File: src/rtl/l2cache_req_arbiter.sv
// l2cache_req_arbiter: picks one of the I-cache, D-cache and prefetch requesters
// for the single L2 request buffer. The winner is granted in the same cycle,
// then new requests are blocked until the L2 pipeline pulses l2_done.
module l2cache_req_arbiter #(
  parameter bit          PF_ENABLE    = 1'b1,
  parameter int unsigned STARVE_LIMIT = 4
) (
  input  logic        clk,
  input  logic        rstn,
  input  logic        i_req,
  input  logic [31:0] i_addr,
  input  logic        i_suc,
  input  logic [1:0]  i_size,
  input  logic        d_req,
  input  logic        d_we,
  input  logic [31:0] d_addr,
  input  logic [31:0] d_data,
  input  logic [3:0]  d_wstrb,
  input  logic [1:0]  d_size,
  input  logic        d_suc,
  input  logic        d_opflag,
  input  logic [31:0] d_opcode,
  input  logic [31:0] d_opaddr,
  input  logic        pf_req,
  input  logic [31:0] pf_addr,
  input  logic        pf_type,
  input  logic        l2_done,
  output logic        i_gnt,
  output logic        d_gnt,
  output logic        pf_gnt,
  output logic        rbuf_we,
  output logic [31:0] addr,
  output logic [31:0] data,
  output logic [31:0] opcode,
  output logic [31:0] opaddr,
  output logic        opflag,
  output logic        SUC,
  output logic        prefetch,
  output logic        pref_type,
  output logic [3:0]  wstrb,
  output logic [1:0]  from,
  output logic [1:0]  size,
  output logic        busy
);

  localparam logic [3:0] STARVE_MAX = 4'(STARVE_LIMIT);

  typedef enum logic {IDLE, BUSY} state_t;

  state_t     state_q, state_d;
  logic       last_demand_q, last_demand_d;
  logic [3:0] starve_cnt_q, starve_cnt_d;

  logic pf_ok;
  logic sel_i, sel_d, sel_pf;

  // Winner selection: starvation-forced prefetch, then demand round-robin, then idle prefetch.
  always_comb begin
    sel_i  = 1'b0;
    sel_d  = 1'b0;
    sel_pf = 1'b0;
    pf_ok  = pf_req && PF_ENABLE;
    if (rstn && state_q == IDLE) begin
      if (pf_ok && starve_cnt_q == STARVE_MAX) begin
        sel_pf = 1'b1;
      end else if (i_req && d_req) begin
        sel_i = last_demand_q;
        sel_d = !last_demand_q;
      end else if (i_req) begin
        sel_i = 1'b1;
      end else if (d_req) begin
        sel_d = 1'b1;
      end else if (pf_ok) begin
        sel_pf = 1'b1;
      end
    end
  end

  // Grant pulses and buffered fields; every field stays 0 unless a grant is being written.
  always_comb begin
    i_gnt     = sel_i;
    d_gnt     = sel_d;
    pf_gnt    = sel_pf;
    rbuf_we   = sel_i || sel_d || sel_pf;
    busy      = rstn && (state_q == BUSY);
    addr      = '0;
    data      = '0;
    opcode    = '0;
    opaddr    = '0;
    opflag    = 1'b0;
    SUC       = 1'b0;
    prefetch  = 1'b0;
    pref_type = 1'b0;
    wstrb     = '0;
    from      = 2'd0;
    size      = 2'd0;
    if (sel_i) begin
      addr = i_addr;
      SUC  = i_suc;
      size = i_size;
      from = 2'd1;
    end else if (sel_d) begin
      addr   = d_addr;
      data   = d_data;
      wstrb  = d_wstrb;
      size   = d_size;
      SUC    = d_suc;
      opflag = d_opflag;
      opcode = d_opcode;
      opaddr = d_opaddr;
      from   = d_we ? 2'd3 : 2'd2;
    end else if (sel_pf) begin
      addr      = pf_addr;
      prefetch  = 1'b1;
      pref_type = pf_type;
      size      = 2'd2;
    end
  end

  // Next-state for the FSM, round-robin pointer and prefetch starvation counter.
  always_comb begin
    state_d       = state_q;
    last_demand_d = last_demand_q;
    starve_cnt_d  = starve_cnt_q;
    case (state_q)
      IDLE: if (rbuf_we) state_d = BUSY;
      BUSY: if (l2_done) state_d = IDLE;
      default: state_d = IDLE;
    endcase
    if (sel_i) last_demand_d = 1'b0;
    if (sel_d) last_demand_d = 1'b1;
    if (!pf_req || sel_pf) begin
      starve_cnt_d = '0;
    end else if ((sel_i || sel_d) && starve_cnt_q != STARVE_MAX) begin
      starve_cnt_d = starve_cnt_q + 4'd1;
    end
  end

  // State registers with synchronous active-low reset.
  always_ff @(posedge clk) begin
    if (!rstn) begin
      state_q       <= IDLE;
      last_demand_q <= 1'b0;
      starve_cnt_q  <= '0;
    end else begin
      state_q       <= state_d;
      last_demand_q <= last_demand_d;
      starve_cnt_q  <= starve_cnt_d;
    end
  end

endmodule
File: config.mk
export PLATFORM = sky130hd
export DESIGN_NAME = l2cache_req_arbiter
export DESIGN_NICKNAME = d
export VERILOG_FILES = /design/src/rtl/l2cache_req_arbiter.sv
export SDC_FILE = /design/constraint.sdc
export NUM_CORES = 1
export LEC_CHECK = 0
export ABC_AREA = 1
export CORE_AREA = 2 2 139 141
export CTS_CLUSTER_SIZE = 28
export DETAILED_ROUTE_END_ITERATION = 10
export DIE_AREA = 0 0 141 143
export PLACE_DENSITY_LB_ADDON = 0.25
export SLEW_MARGIN = 10
export SYNTH_ARGS = -nofsm -noshare
export SYNTH_HDL_FRONTEND = slang
export SYNTH_SLANG_ARGS = --single-unit
File: constraint.sdc
create_clock -name clk -period 3.3 [get_ports clk]
set_clock_uncertainty 0.2 [all_clocks]
set_input_delay 0.66 -clock clk [delete_from_list [all_inputs] [get_ports clk]]
set_output_delay 0.66 -clock clk [all_outputs]
set_load 0.01 [all_outputs]
# ---- Word level (Yosys, flattened, before mapping)
# Index checks and enable logic that the tools add are counted.
dict set report word_totals {
  register_bits 6
  input_bits 211
  out_inout_bits 145
  wordCells 67
}
dict set report classes {
  addsub 1
  n_eq_ne 2
  n_mux 47
  bitwise 2
  reduce_logical 12
}
# operator n
set op_table {}
lappend op_table {{$mux W32} 9}
lappend op_table {{$mux W1} 30}
lappend op_table {{$mux W2} 5}
lappend op_table {{$mux W4} 2}
lappend op_table {{$logic_and A1 B1 Y1} 5}
lappend op_table {{$add A4 B1 Y4 const B} 1}
lappend op_table {{$eq A4 B3 Y1 const B} 1}
lappend op_table {{$ne A4 B3 Y1 const B} 1}
lappend op_table {{$logic_or A1 B1 Y1} 3}
lappend op_table {{$logic_not A1 Y1} 2}
lappend op_table {{$not A1 Y1} 2}
lappend op_table {{$pmux W1 S2} 1}
lappend op_table {{$reduce_bool A2 Y1} 1}
lappend op_table {{$reduce_or A2 Y1} 1}

# ---- Longest topological paths before layout
dict set report logic_depth {
  ltp_word 9
  mapped_depth 9
  ltp_nobuf 8
}

# ---- Least setup slack after synthesis
# Ideal clock, no wire load.
dict set report synth_path {
  path_type {input -> output}
  from {input rstn}
  to {output addr[23]}
  t_arrival_ns 1.441
  required_time_ns 2.440
  setup_slack_ns 0.999
  stages 7
  n_path_buf 1
  path_cell_list {inv_2 -> nor2_4 -> nand3_2 -> inv_2 -> buf_4 -> nand2_1 -> nand3_1}
}
dict set report synth_between {
  word_cells_on_any_way 7
  cone_classes {mux (6); reduce/logical (1)}
}
# item line_no
set synth_lines {}
lappend synth_lines {{start: declaration} 9} ;# input logic rstn,
lappend synth_lines {{$logic_and A1 B1 Y1} 63} ;# if (rstn && state_q == IDLE) begin
lappend synth_lines {{$mux W1} 63}
lappend synth_lines {{named net i_gnt} 28} ;# output logic i_gnt,
lappend synth_lines {{$mux W32} 97} ;# if (sel_i) begin
lappend synth_lines {{end: declaration} 32} ;# output logic [31:0] addr,
# The timed path passes the listed nets, and every way through them passes these cells.

# ---- Final worst setup path
dict set report layout_path {
  from {input rstn}
  to {output opcode[5]}
}
dict set report layout_between {
  elab_chain_cells 4
  word_cells_on_any_way 5
  cone_classes {mux (4); reduce/logical (1)}
}
# item line_no
set layout_lines {}
lappend layout_lines {{$logic_and A1 B1 Y1 *} 63}
lappend layout_lines {{$mux W1} 63}
lappend layout_lines {{$mux W32} 102} ;# end else if (sel_d) begin
lappend layout_lines {{$mux W32 *} 97}
lappend layout_lines {{end: declaration} 34} ;# output logic [31:0] opcode,
# Every way passes the cells marked *; elsewhere a longest branch is shown, timed or not.

==> impl_metrics.yaml <==
power_and_ir_drop:
  power_w: 0.0009889
  vdd_drop_max_v: 0.0002220
  p_leak_nw: 4.257
  p_per_area_mw_per_mm2: 161.0
critical_path:
  path_buf_inv: 6
  cp.arrival_ps: 2370
  r2r_slack_ps: 1250
  crit_required_ps: 2440
  crit_type: "input port to output port"
  crit_fanout: 18
  r2r_end: "starve_cnt_q[2]$_SDFFE_PP0P_"
  worst_r2r_path_depth: 12
  cp_slowest_cell: "clkdlybuf4s50_1"
  end_kind: "output port"
  cp_slowest_stage_delay_ps: 520
  critPathTopFamily: "buffers and inverters"
  path_cells: "clkdlybuf4s50_1 -> inv_2 -> nor2_4 -> nand3_4 -> buf_12 -> buf_4 -> clkbuf_16 -> nor2_1 -> dlygate4sd2_1"
  r2r-start: "starve_cnt_q[0]$_SDFFE_PP0P_"
  start_kind: "input port"
layout:
  fin_nets: 999
  area_growth_pct: 212.7
  nFillCells: 2068
  layout_commonest_cell: "clkdlybuf4s50_1"
  final_area_mm2: 0.006143
  finish.utilization_pct: 33.06
  final_layout_size_suffix_gt1_share_pct: 6.122
  final_cell_mix: "clkdlybuf4s50_1 (212), inv_1 (111), nand2_1 (111), nor2_1 (103), dlygate4sd2_1 (72)"
run:
  drv_cap: 0
status:
  outcome: "finished, final reports clean"
hold_path:
  whs_endpoint: "starve_cnt_q[3]$_SDFFE_PP0P_"
  worstHoldPathType: "flop to flop"
  min_path_cells: 2
  hold_start: "starve_cnt_q[3]$_SDFFE_PP0P_"
logic_synthesis:
  synthDistinctLibCells: 25
  synth_area_mm2: 0.001964
  ys_seq_elements: 6
  synthesis.nets: 629
  synth_warnings: 0
  syn_area_per_cell_um2: 4.722
  synth_cells: 416
  ys_seq_area_share_pct: 6.115
die:
  rows: 50
  die_y_um: 143
  coreArea_mm2: 0.01858
  dieArea_mm2: 0.02016
  ioPinCount: 356
  fp.dieW_um: 141
  start_util_pct: 10.57
timing:
  whs_ps: 282.0
  fin_crit_sh_pct: 97.74
  hold_viol_final: 0
  final_max_slew_viol_count: 0
  layout_setup_ws_ps: 74.43
  worstMarginPinSlew_ps: 237.5
  finalCriticalPeriod_ps: 3226
  slew_headroom_pct: 84.15
  max_freq_mhz: 310.0
  final-setup-viol-count: 0
placed_design:
  dpl.hpwl_um: 11190
  port_buffers: 355
  routabilityCongestion: 0.7174
  post_dp_cell_area_mm2: 0.005849
  pre_cts_slack_ps: -168.2
clock_tree:
  htree_levels: 1
  clock-root-buffer: "clkbuf_16"
  cts_tree: "yes"
  hold_buffers: 0
  clock-sinks: 6
  path_clk_slew_ps: 30
  cts-buffers-inserted: 3
  clock_latency_ps: 230
  cts_buffer_depth: 2
global_routing:
  grt_usage_pct: 11.80
  grt-ovfl-total: 0
  grt_pass1_wl_um: 18950
  grt_pass1_vias: 3564
  antenna_found_initial: 1
  grt_max_degree: 38
drt:
  routedWlPerCell_um: 13.23
  drt_first_pass_iters: 4
  drc: 0
  dr.first_iter.drc_count: 79
  drt.antenna.violating_nets: 0
  routed_wl_um: 13480
  via_count: 3693
  viasPerCell: 3.624
-- layout make-up --
class	count	area [µm²]	area share (%)
timing repair buffer	385	4008	65.23
sequential	6	120.1	1.955
inverter	116	441.7	7.189
tap	234	292.8	4.766
antenna	1	2.502	0.04073
multi-input combinational	274	1204	19.59
clock buffer	3	75.07	1.222
-- worst min-delay path, cell delays in order, from the launching register on --
cell,delay (ps)
dfxtp_1,310
nand2_1,60
a21oi_1,50
-- power breakdown --
group / internal, W / switching, W / leakage (nW)
clock: 0.000156 / 0.0000418 / 0.0370
combinational: 0.000438 / 0.000273 / 4.17
sequential: 0.0000769 / 0.00000375 / 0.0489
-- routing by layer --
| layer | up-vias | share of wire, % | global-route usage [%] |
|---|---|---|---|
| met5 | - | 0 | 0 |
| met4 | 0 | 1.2 | 1.895 |
| met3 | 12 | 8.0 | 2.716 |
| met2 | 202 | 51 | 22.00 |
| met1 | 1563 | 40 | 13.99 |
| li1 | 1916 | - | - |
-- worst max-delay path by stage --
stage / endpoint / cells past startpoint / start
floorplan: addr[23] / 7 / rstn
global placement: addr[10] / 9 / pf_req
detailed placement: addr[10] / 9 / pf_req
CTS: opcode[14] / 7 / rstn
global route: opcode[2] / 9 / rstn
finish: opcode[5] / 9 / rstn
-- synthesized netlist by cell type --
| master | number | area, µm² |
|---|---|---|
| a21oi_1 | 5 | 25.02 |
| a21oi_2 | 1 | 8.760 |
| a22o_1 | 2 | 17.52 |
| buf_2 | 5 | 25.02 |
| buf_4 | 4 | 30.03 |
| buf_6 | 5 | 56.30 |
| buf_8 | 6 | 90.09 |
| clkinv_2 | 1 | 5.000 |
| dfxtp_1 | 6 | 120.1 |
| ha_1 | 2 | 25.02 |
| inv_1 | 111 | 416.7 |
| inv_2 | 3 | 11.26 |
| inv_4 | 1 | 6.260 |
| nand2_1 | 111 | 416.7 |
| nand2_2 | 1 | 6.260 |
| nand2_4 | 1 | 11.26 |
| nand3_1 | 40 | 200.2 |
| nand3_2 | 1 | 10.01 |
| nand3_4 | 1 | 17.52 |
| nand4_4 | 1 | 21.27 |
| nor2_1 | 103 | 386.6 |
| nor2_4 | 1 | 11.26 |
| o211ai_1 | 1 | 7.510 |
| o31ai_4 | 1 | 21.27 |
| xor2_1 | 2 | 17.52 |
-- sequential cells by signal (all words and copies together) (netlist names) --
name,flops
starve_cnt_q,4
last_demand_q,1
state_q,1
-- stage by stage --
stage | std cells | setup TNS [ps]
after floorplan | 416 | 0
after global placement | 1007 | -4885
after detailed placement | 1007 | -6287
after CTS | 1010 | -50.73
after global routing | 1019 | -46.98
final | 1019 | 0
-- what timing repair did --
item / CTS / global route
endpoints found under the hold margin: 0 / 0
endpoints found under the setup margin: 88 / 66
buffers inserted: 0 / 5
pin swaps: 1 / 1
cloned: 0 / 3
resized for setup: 84 / 73
-- logic make-up (layout without fill, tap and decap cells) --
group                    count (synthesis)  after routing  synth area share (%)
other                                    0              1                     0
XOR/XNOR                                 2              2                0.8919
adder cells (fa/ha/maj)                  2              2                 1.274
flip-flops                               6              6                 6.115
AO/OA/AOI/OAI                           10             10                 4.077
buffers and inverters                  136            504                 32.61
AND/OR/NAND/NOR                        260            260                 55.03
(Power assumes the default switching activity.)
